File: src/rtl/regread_arbiter.sv
// Two-requester arbiter sharing one register-file read port and the 5->32 sign-extension path.
// Responses come back one at a time, tagged with the requester id.
module regread_arbiter #(
   parameter int RF_LAT   = 1,
   parameter bit FIX_PRIO = 1'b0
) (
   input  logic        clock,
   input  logic        reset,
   input  logic        req0_valid,
   output logic        req0_ready,
   input  logic [4:0]  req0_addr,
   input  logic        req0_sext,
   input  logic        req1_valid,
   output logic        req1_ready,
   input  logic [4:0]  req1_addr,
   input  logic        req1_sext,
   output logic        rf_ren,
   output logic [4:0]  rf_addr,
   input  logic [31:0] rf_data,
   output logic        rsp_valid,
   output logic        rsp_id,
   output logic [31:0] rsp_data,
   input  logic        rsp_ready,
   output logic        busy
);

   typedef enum logic [1:0] {IDLE, ISSUE, WAIT, RESP} state_t;

   typedef struct packed {
      logic [4:0] addr;
      logic       id;
   } req_t;

   localparam logic [1:0] CNT_INIT = 2'(RF_LAT - 1);

   state_t     state, state_nx;
   req_t       req_q;
   logic       rr_ptr;
   logic [1:0] cnt;
   logic       win;
   logic       acc;
   logic [4:0] acc_addr;
   logic       acc_sext;

   // Winner selection; rr_ptr only matters when both requesters are valid.
   always_comb begin
      win = 1'b0;
      if (req0_valid && req1_valid)
         win = FIX_PRIO ? 1'b0 : rr_ptr;
      else if (req1_valid)
         win = 1'b1;
   end

   assign acc        = (state == IDLE) && !reset && (req0_valid || req1_valid);
   assign req0_ready = acc && !win;
   assign req1_ready = acc && win;
   assign acc_addr   = win ? req1_addr : req0_addr;
   assign acc_sext   = win ? req1_sext : req0_sext;

   always_comb begin
      state_nx = state;
      case (state)
         IDLE:    if (acc) state_nx = acc_sext ? RESP : ISSUE;
         ISSUE:   state_nx = WAIT;
         WAIT:    if (cnt == 2'd0) state_nx = RESP;
         RESP:    if (rsp_ready) state_nx = IDLE;
         default: state_nx = IDLE;
      endcase
   end

   always_ff @(posedge clock) begin
      if (reset) begin
         state    <= IDLE;
         req_q    <= '0;
         rr_ptr   <= 1'b0;
         cnt      <= 2'd0;
         rsp_data <= 32'd0;
         rsp_id   <= 1'b0;
      end else begin
         state <= state_nx;
         if (acc) begin
            req_q.addr <= acc_addr;
            req_q.id   <= win;
            if (!FIX_PRIO)
               rr_ptr <= !win;
            // Immediates need no RF access: the response is ready on the accept edge.
            if (acc_sext) begin
               rsp_data <= {{27{acc_addr[4]}}, acc_addr};
               rsp_id   <= win;
            end
         end
         if (state == ISSUE)
            cnt <= CNT_INIT;
         if (state == WAIT) begin
            if (cnt == 2'd0) begin
               rsp_data <= rf_data;
               rsp_id   <= req_q.id;
            end else begin
               cnt <= cnt - 2'd1;
            end
         end
      end
   end

   assign rf_ren    = (state == ISSUE);
   assign rf_addr   = rf_ren ? req_q.addr : 5'd0;
   assign rsp_valid = (state == RESP);
   assign busy      = (state != IDLE);

endmodule

File: config.mk
export PLATFORM = sky130hd
export DESIGN_NAME = regread_arbiter
export DESIGN_NICKNAME = d
export VERILOG_FILES = /design/src/rtl/regread_arbiter.sv
export SDC_FILE = /design/constraint.sdc
export NUM_CORES = 1
export LEC_CHECK = 0
export CELL_PAD_IN_SITES_DETAIL_PLACEMENT = 0
export CELL_PAD_IN_SITES_GLOBAL_PLACEMENT = 1
export CORE_MARGIN = 8
export CORE_UTILIZATION = 31
export DETAILED_ROUTE_END_ITERATION = 16
export GPL_TIMING_DRIVEN = 1
export PLACE_DENSITY = 0.84
export SYNTH_ARGS = -nofsm -noshare
export SYNTH_HDL_FRONTEND = slang
export SYNTH_SLANG_ARGS = --single-unit
File: constraint.sdc
create_clock -name clock -period 2.9 [get_ports clock]
set_clock_uncertainty 0.1 [all_clocks]
set_input_delay 0.29 -clock clock [delete_from_list [all_inputs] [get_ports clock]]
set_output_delay 0.29 -clock clock [all_outputs]
set_load 0.005 [all_outputs]
### Yosys cells after proc, flatten, opt, wreduce, memory -nomap -nowiden

Index checks and enable logic that the tools add are counted.

| storage, ports and cells | value |
|---|---|
| flip-flop bits (word level) | 44 |
| input port bits | 49 |
| output and inout bits | 43 |
| word-level logic and storage cells | 47 |

| operators by class | value |
|---|---|
| add/subtract/negate cells | 1 |
| equal/unequal tests | 6 |
| multiplexer cells | 21 |
| reductions and logical operators | 12 |

Operator list:

| cell | number |
|---|---|
| $mux 32 | 4 |
| $mux 2 | 7 |
| $mux 5 | 2 |
| $pmux 2 s4 | 1 |
| $mux 1 | 7 |
| $logic_and 1x1->1 | 5 |
| $eq 2x2->1 const B | 2 |
| $logic_not 2->1 | 2 |
| $ne 2x2->1 const B | 2 |
| $reduce_and 3->1 | 1 |
| $eq 2x1->1 const B | 1 |
| $logic_not 1->1 | 2 |
| $ne 2x1->1 const B | 1 |
| $reduce_bool 2->1 | 1 |
| $sub 2x1->2 const B | 1 |
| $logic_or 1x1->1 | 1 |

### Depth between registers and ports, before layout

Gate-level depths: netlist of the first run.

| depth | value |
|---|---|
| word-level depth | 7 |
| mapped depth | 8 |

### Worst setup path after synthesis of the first run

OpenSTA, ideal clock, no wires.

| timing path | value |
|---|---|
| path type | flip-flop to flip-flop |
| from | register state[0] |
| to | register rsp_data[10] |
| data arrival time | 1.826 ns |
| data required time | 2.712 ns |
| setup slack | 0.886 ns |
| stages on the path, launching flop included | 9 |
| path buffers | 2 |
| clock period less this slack | 2.014 ns |
| cell sequence | dfxtp_1 inv_1 ha_1 nor3b_1 or3_1 buf_2 o21bai_4 buf_6 a311oi_2 |

| on the way | value |
|---|---|
| word-level cells in the longest chain between the ends | 6 |
| elaborated cells on any way between the ends | 7 |
| classes of those cells | 1 x eq/ne; 3 x mux; 3 x reduce/logical |

Ends and longest elaborated chain:

| element | RTL line | text |
|---|---|---|
| start, declared | 36 | `state_t state, state_nx;` |
| start signal, assigned | 80 | `state <= state_nx;` |
| $logic_not 2->1 | 54 | `assign acc = (state == IDLE) && !reset && (req0_valid \|\| req1_valid);` |
| $logic_and 1x1->1 (2 in a row) | 54 |  |
| $mux 32 | 81 | `if (acc) begin` |
| $mux 32 | 95 | `if (cnt == 2'd0) begin` |
| $mux 32 (*) | 94 | `if (state == WAIT) begin` |
| end signal, assigned | 88 | `rsp_data <= {{27{acc_addr[4]}}, acc_addr};` |
| end signal, assigned | 96 | `rsp_data <= rf_data;` |
| end, declared | 22 | `output logic [31:0] rsp_data,` |

Every way passes the cells marked *; elsewhere a longest branch is shown, timed or not.
A chain may end at the register's enable or synchronous reset.

### Worst setup path after layout of the first run

| timing path | value |
|---|---|
| from | register state[0] |
| to | output req1_ready |

| on the way | value |
|---|---|
| word-level cells in the longest chain between the ends | 4 |

Ends and longest elaborated chain:

| element | RTL line | text |
|---|---|---|
| $logic_not 2->1 | 54 |  |
| $logic_and 1x1->1 (2 in a row) | 54 |  |
| $logic_and 1x1->1 | 56 | `assign req1_ready = acc && win;` |
| end, declared | 14 | `output logic req1_ready,` |

Every way passes these cells.

==> results of run 1 <==
-- cell usage in the layout, fill, tap and decap left out, drive strengths merged, types with 3 or more instances in the layout --
cell            n
a21o            3
a311oi         29
and2            5
buf             7
bufinv          3
clkbuf          5
clkdlybuf4s50  90
dfxtp          44
ha              5
inv             7
mux2i           6
nand2          62
nor2           16
nor2b           6
o21ai           9
o221a           4
o31a            4
or4             5
-- logic make-up (layout without fill, tap and decap cells) --
logic type | after synthesis | in the layout | synth area share, %
AND/OR/NAND/NOR | 104 | 104 | 20.8
AO/OA/AOI/OAI | 59 | 59 | 28.3
flip-flops | 44 | 44 | 39.5
buffers and inverters | 24 | 112 | 5.84
multiplexers | 6 | 6 | 2.69
adder cells (fa/ha/maj) | 5 | 5 | 2.81
-- layer usage --
layer	vias up	wire length [um]
li1	1047	-
met1	1008	3080
met2	66	3050
met3	4	519
met4	0	36
met5	-	0
-- stage by stage --
stage | setup WS [ns] | total power, mW
3_5_place_dp | 0.459 | 2.01
2_1_floorplan | 0.886 | 1.46
6_report | 0.292 | 2.64
4_1_cts | 0.275 | 2.68
5_1_grt | 0.127 | 2.81
3_3_place_gp | 0.522 | 2.01
-- worst max-delay path by stage --
| stage | to | start | slack, ns | cells after the start |
|---|---|---|---|---|
| 3_3_place_gp | rsp_data[21] | req1_valid | 0.52 | 6 |
| 3_5_place_dp | rsp_data[23] | req1_valid | 0.46 | 6 |
| 6_report | req1_ready | state[0] | 0.29 | 7 |
| 2_1_floorplan | rsp_data[10] | state[0] | 0.89 | 8 |
| 5_1_grt | req1_ready | state[1] | 0.13 | 7 |
| 4_1_cts | req1_ready | state[0] | 0.28 | 7 |
-- report_power, final --
group	switching, mW	total [mW]	internal, mW	leakage [nW]
Sequential	0.101	0.887	0.786	0.361
Clock	0.219	0.649	0.431	0.0784
Combinational	0.496	1.11	0.611	0.782
-- final cells by class --
| type | instances | share of cell area, % |
|---|---|---|
| clock buffers | 5 | 2.03 |
| clock inverters | 3 | 2.66 |
| inverters | 7 | 0.775 |
| multi-input cells | 174 | 36.1 |
| flip-flops and latches | 44 | 26.0 |
| well taps | 99 | 3.65 |
| repair buffers | 97 | 28.8 |
-- synthesized netlist by cell type, drive strengths merged (2+ instances only) --
library cell,count
o31a,4
a21o,3
dfxtp,44
o21ai,9
nand2b,2
and2,5
inv,7
nand2,62
mux2i,6
or4,5
nor3,2
nor2b,6
ha,5
clkbuf,10
a21oi,2
a311oi,29
o221a,4
buf,7
nor2,16
-- worst register-to-register path, stage by stage (launching register included) --
cell and delay, ns:
dfxtp_1 0.37, inv_1 0.11, ha_1 0.29, nor3b_2 0.19, or3_1 0.44, o21bai_4 0.23
buf_12 0.19, a311oi_1 0.25
-- sequential cells by signal, summed over array words and instances, names as in the netlist --
register  count
rsp_data     32
req_q         6
cnt           2
state         2
rr_ptr        1
rsp_id        1
==> impl_metrics.ini, run 1 <==
[placement]
hpwl_um = 4810
port_buffers = 91
dpl_cell_area_um2 = 3230
dp_cells = 421
place_congestion = 0.865

[sta]
fin_crit_sh_pct = 89.9
max_freq_mhz = 383
setup_viol = 0
max-slew-margin-rel_pct = 66.7
whs_ns = 0.317
setup_tns_ns = 0
finalHoldViolCount = 0
rsz0062_at_grt = no
tightest_slew_ns = 0.496
finalCriticalPeriod_ns = 2.61
slew_violations = 0

[setup_path]
max_stage_delay_ns = 0.55
arrival_ns = 2.22
worst_setup_path_start_kind = register
r2r-start = state[0]
r2r_end = rsp_data[23]
crit_chain = inv_1 -> ha_1 -> nor2b_1 -> o21ai_1 -> buf_4 -> nor2_1 -> clkdlybuf4s50_1
path_class = reg2out
crit_path_end_kind = output pin
required_ns = 2.51
critPathMaxFanout = 9
rr_worst_depth = 7
r2r_slack_ns = 0.65
cp_slowest_cell = clkdlybuf4s50_1
cp_top_family = buffers and inverters
crit_buf_inv = 3

[yosys]
synth_ff_type = dfxtp_1
syn_area_per_cell_um2 = 9.21
ys_seq_area_share_pct = 39.5
synthCells = 242
synth_edf_count = 0
async_reset_ff_share_pct = 0
netlist.area_leader.share_pct = 39.5
yosys.area.top_type = dfxtp_1
ys_warn_count = 0
synth_area_um2 = 2230
syn_nets = 296
yosys-top-cells-area = dfxtp_1 40%, a311oi_2 13%, nand2_1 10%, a311oi_1 3.5%, ha_1 2.8%
synth_cell_type_count = 39
synth_seq_cells = 44

[global_route]
grtUsageMet2_pct = 21.3
grt_pass1_vias = 2199
grt_use_met3_pct = 5.46
globalRouteOverflowTotal = 0
busiest_layer = met2
grt.total_usage_pct = 13.2
grt_pass1_wl_um = 10900
grt_max_degree = 34
grt_util_met1_pct = 16.0
antenna_found_initial = 0

[power_and_ir_drop]
p_leak_nw = 1.22
ir_drop_v = 0.000295
power_density_nw_per_um2 = 780

[layout]
final_cells = 429
drive_above_1_share_pct = 13.6
fin_area_um2 = 3390
diodes = 0
nNetsFinal = 383
multi_input_area_um2 = 1220
nFillCells = 692
areaGrowthSynthToFinish_pct = 52.0
ff_latch_area_um2 = 881
fin_util_pct = 47.8

[floorplanning]
core_area_um2 = 7100
initial_core_util_pct = 31.4
fp.dieW_um = 101
die_area_um2 = 10200
ios = 92
fp-row-count = 31
die_h_um = 101

[drt]
routed_wl_um = 6680
routed_via_density = 4.95
wl_per_cell_um = 15.6
drc = 0
dr.first_iter.drc_count = 105
dr.pass1.iters = 5
ant_nets = 0
dr_total_vias = 2125

[min_path]
hold_start = reset
whs_path_depth = 3
hold_path_class = in2reg
hold_end = rsp_data[2]

[clock_tree]
cts_setup_buffers = 0
cts_tree = built
cts-resized-gates = 0
clkTransAtPathRegs_ns = 0.09
worstSkewPairLatency_ns = 0.29
htree_levels = 2
clk_path_buf_depth = 2
cts_hold_buf = 0
cts_buffers = 5
cts_num_sinks = 44
cts-root-buf = clkbuf_8

[status]
outcome = finished, final reports clean

[job]
max_cap_viol_count = 0
Note: power is estimated with default switching activity, not from simulation.
==> run 2, diff against run 1 <==
Settings changed: CORE_UTILIZATION 31 to 35, CTS_BUF_LIST set to sky130_fd_sc_hd__clkbuf_4 sky130_fd_sc_hd__clkbuf_8 sky130_fd_sc_hd__clkbuf_16, DONT_BUFFER_PORTS set to 1, PLACE_DENSITY 0.84 to 0.67.
==> run 2 against run 1 <==
Against the previous run: sequential power rose by 4.8%; maximum frequency increased by 11%; non-clock buffer count is 92 lower; core utilization down 9.7 points; sequential share of layout area increased by 11 points; design area is 30% lower; critical path depth fell by 1; via count is 17% lower; power decreased by 24%; highest routed layer unchanged.
==> impl_metrics.ini, run 2 (same netlist as run 1, synthesis figures left out) <==
[floorplanning]
initial_core_util_pct = 35.7
fp-row-count = 29
core_area_um2 = 6240
die_h_um = 95.8
fp.dieW_um = 95.8
ios = 92
die_area_um2 = 9180

[setup_path]
crit_path_end_kind = register
r2r_slack_ns = 0.55
required_ns = 3.01
arrival_ns = 2.46
critPathMaxFanout = 28
endpoint = rsp_data[21]
path_class = reg2reg
rr_worst_depth = 6
cp-startpoint = state[0]
r2r_end = rsp_data[21]
worst_setup_path_start_kind = register
r2r-start = state[0]

[drt]
wl_per_cell_um = 19.1
ant_nets = 0
drc = 0
routed_via_density = 5.61
routed_wl_um = 6010
dr.pass1.iters = 4
dr.first_iter.drc_count = 95
dr_total_vias = 1768

[layout]
regMostFlops = rsp_data
areaGrowthSynthToFinish_pct = 6.51
ff_latch_area_um2 = 881
largest_reg_flops = 32
nNetsFinal = 291
diodes = 0
final_cell_mix = 62 x nand2_1, 44 x dfxtp_1, 20 x a311oi_2
multi_input_area_um2 = 1220
fin_area_um2 = 2370
nFillCells = 642
final_common_cell = nand2_1
top_regs = rsp_data x32, req_q x6
drive_above_1_share_pct = 18.1
final_cells = 315

[sta]
final.setup.worst_slack_ns = 0.546
rsz0062_at_grt = no
slew_violations = 0
max-slew-margin-rel_pct = 39.0
finalCriticalPeriod_ns = 2.35
finalHoldViolCount = 0
max_freq_mhz = 425
tightest_slew_ns = 0.912
fin_crit_sh_pct = 81.2
setup_tns_ns = 0
setup_viol = 0

[power_and_ir_drop]
p_leak_nw = 0.844
ir_drop_v = 0.000287
power_density_nw_per_um2 = 845
p_total_mw = 2.01

[global_route]
grt.total_usage_pct = 12.8
globalRouteOverflowTotal = 0
antenna_found_initial = 0
grt_pass1_vias = 1765
grt_max_degree = 33
grt_pass1_wl_um = 9160

[clock_tree]
cts-root-buf = clkbuf_8
worstSkewPairLatency_ns = 0.29
cts_tree = built
cts_num_sinks = 44
htree_levels = 2
clk_path_buf_depth = 2
cts-resized-gates = 0
cts_buffers = 5
clkTransAtPathRegs_ns = 0.08
cts_setup_buffers = 0

[job]
max_cap_viol_count = 0

[placement]
dp_cells = 306
hpwl_um = 4230
place_congestion = 0.799
dpl_cell_area_um2 = 2260
pre_cts_slack_ns = 0.554
port_buffers = 0

[status]
outcome = finished, final reports clean

[min_path]
hold_path_class = in2reg
-- run 2: changes by cell type in the layout (fill, tap and decap cells not counted) --
cell / delta
buf_2: -1
bufinv_16: -3
clkbuf_8: +1
clkbuf_4: +1
buf_12: -1
clkdlybuf4s50_1: -90
clkinvlp_4: +1
-- run 2: area by class of cell --
class / count / share of cell area, %
clock inverter: 1 / 0.316
timing repair buffer: 5 / 2.11
tap: 77 / 4.06
clock buffer: 7 / 3.79
sequential: 44 / 37.1
multi-input combinational: 174 / 51.5
inverter: 7 / 1.11
-- run 2: critical path, cell delays in order, from the launching register on --
cell and delay, ns:
dfxtp_1 0.37, inv_1 0.10, ha_1 0.29, nor3b_2 0.19, or3_1 0.44, o21bai_4 0.45
a311oi_1 0.33
-- run 2: per-layer routing --
layer  vias to the layer above  global-route usage (%)  part of all wire [%]
met1                       823                    15.9                    45
met5                         -                       0                     0
met4                         0                    5.25                   2.1
li1                        865                       -                     -
met2                        70                    19.1                    44
met3                        10                    5.30                   8.5
-- run 2: per-stage QoR --
step	utilization (%)	hold slack (ns)
after floorplan	-	0.317
after global placement	36.2	0.267
after detailed placement	36.2	0.269
after CTS	38.1	0.0467
after global routing	38.1	0.0500
final	38.1	0.0535
-- run 2: how the worst min path moves through the flow --
stage                   endpoint  slack, ns        start  depth (start not counted)
floorplan               req_q[1]       0.32     req_q[1]                          2
global placement    rsp_data[16]       0.27        reset                          1
detailed placement  rsp_data[16]       0.27        reset                          1
CTS                 rsp_data[25]       0.05  rf_data[25]                          2
global route        rsp_data[22]       0.05  rf_data[22]                          2
finish              rsp_data[22]       0.05  rf_data[22]                          2
-- run 2: repair_timing --
action                                  4_1_cts  5_1_grt
hold buffers                                  1        0
endpoints found under the setup margin        0        0
hold endpoints to repair                     32        0
-- run 2: power breakdown --
group / internal [mW] / total, mW / leakage [nW] / switching, mW
logic: 0.273 / 0.660 / 0.435 / 0.387
clock network: 0.203 / 0.418 / 0.0479 / 0.214
registers: 0.788 / 0.930 / 0.361 / 0.142
==> run 3, diff against run 2 <==
Settings changed: PLACE_DENSITY 0.67 to 0.69.
Clock period 2.9 ns to 2.15 ns, I/O delays scaled along.
==> run 3 against run 2 <==
Against the previous run: worst hold slack lost 0.038 ns; maximum frequency up 13%; sequential cell count is the same; die area unchanged; highest routed layer unchanged.
==> impl_metrics.ini, run 3 (same netlist as run 1, synthesis figures left out) <==
[setup_path]
cp_slowest_cell = or3_4
path_class = reg2reg
crit_path_end_kind = register
arrival_ns = 2.13
cp_top_family = buffers and inverters
critPathMaxFanout = 7
required_ns = 2.20
crit_chain = inv_1 -> ha_2 -> nor3b_2 -> or3_4 -> buf_4 -> a21oi_4 -> buf_12 -> clkbuf_16 -> a311oi_2
max_stage_delay_ns = 0.36
worst_setup_path_start_kind = register
crit_buf_inv = 4

[status]
outcome = finished, final reports clean

[sta]
tightest_slew_ns = 0.616
whs_ns = 0.0157
fin_crit_sh_pct = 96.8
slew_violations = 0
finalHoldViolCount = 0
finalCriticalPeriod_ns = 2.08
max-slew-margin-rel_pct = 58.9
setup_tns_ns = 0
setup_viol = 0
max_freq_mhz = 481

[floorplanning]
core_area_um2 = 6240
ios = 92
initial_core_util_pct = 35.7
fp-row-count = 29
fp.dieW_um = 95.8
die_area_um2 = 9180
die_h_um = 95.8

[clock_tree]
cts_num_sinks = 44
clkTransAtPathRegs_ns = 0.09
htree_levels = 2
worstSkewPairLatency_ns = 0.29
clk_path_buf_depth = 2
cts-root-buf = clkbuf_8
cts_buffers = 5
cts_tree = built

[job]
max_cap_viol_count = 0

[global_route]
grt_pass1_vias = 1948
grt_pass1_wl_um = 10300
grt.total_usage_pct = 14.3
grt_max_degree = 37
globalRouteOverflowTotal = 0
antenna_found_initial = 0

[placement]
dpl_cell_area_um2 = 2310
port_buffers = 0
hpwl_um = 4420
place_congestion = 0.769

[power_and_ir_drop]
p_total_mw = 3.01
ir_drop_v = 0.000455
p_leak_nw = 1.04
power_density_nw_per_um2 = 1050

[layout]
regMostFlops = rsp_data
final_common_cell = nand2_1
nNetsFinal = 327
areaGrowthSynthToFinish_pct = 28.3
drive_above_1_share_pct = 21.2
fin_area_um2 = 2860
fin_util_pct = 45.8
top_regs = rsp_data x32, req_q x6
largest_reg_flops = 32
diodes = 0
final_cell_mix = 62 x nand2_1, 43 x dfxtp_1, 28 x dlygate4sd3_1

[drt]
dr.pass1.iters = 4
routed_via_density = 5.52
drc = 0
ant_nets = 0
wl_per_cell_um = 19.2
dr_total_vias = 1936
dr.first_iter.drc_count = 50
routed_wl_um = 6740

[min_path]
hold_path_class = in2reg
[run 3: timing repair]
item,CTS,global route
hold buffers,29,0
pin swaps,0,0
setup buffers,0,1
endpoints found under the hold margin,36,0
resized for setup,3,6
gates cloned,1,2
endpoints found under the setup margin,9,30
[run 3: worst paths after layout]
path	from	end	slack, ns	cells after the start
max	state[0]	rsp_data[28]	0.07	9
max reg2reg	state[0]	rsp_data[28]	0.07	9
min reg2reg	req_q[1]	req_q[1]	0.35	2
min	rf_data[13]	rsp_data[13]	0.02	2
[run 3: routing by layer]
layer	global-route usage [%]	wire length, um	up-vias	part of all wire (%)
met5	0	0	-	0
met3	4.76	515	9	7.6
met2	23.5	3260	64	48
met1	17.3	2860	925	42
met4	4.23	105	0	1.6
li1	-	-	938	-
[run 3: cell type report]
| type | count | area [um2] |
|---|---|---|
| Timing Repair Buffer | 40 | 455 |
| Clock inverter | 1 | 30.0 |
| Tap cell | 77 | 96.3 |
| Sequential cell | 44 | 882 |
| Multi-Input combinational cell | 175 | 1270 |
| Fill cell | 622 | 3380 |
| Clock buffer | 7 | 96.3 |
| Inverter | 7 | 26.3 |
[run 3: power breakdown]
group / internal [mW] / switching, mW / leakage, nW
registers: 1.06 / 0.194 / 0.361
clock network: 0.410 / 0.283 / 0.0645
logic: 0.486 / 0.575 / 0.613
total: 1.96 / 1.05 / 1.04
[run 3: worst reg2reg max path, delay by kind of cell, from the launching register on]
family / cells / cell delay, ns
compound gates: 2 / 0.18
simple gates: 2 / 0.53
flops: 1 / 0.35
buf+inv: 4 / 0.56
fa+ha+maj: 1 / 0.22
[run 3: metrics by stage]
step / cells / setup WS, ns
6_report: 351 / 0.0695
5_1_grt: 351 / -0.00303
4_1_cts: 348 / 0.0354
3_5_place_dp: 310 / -0.0361
3_3_place_gp: 310 / 0.0748
2_1_floorplan: 242 / 0.136
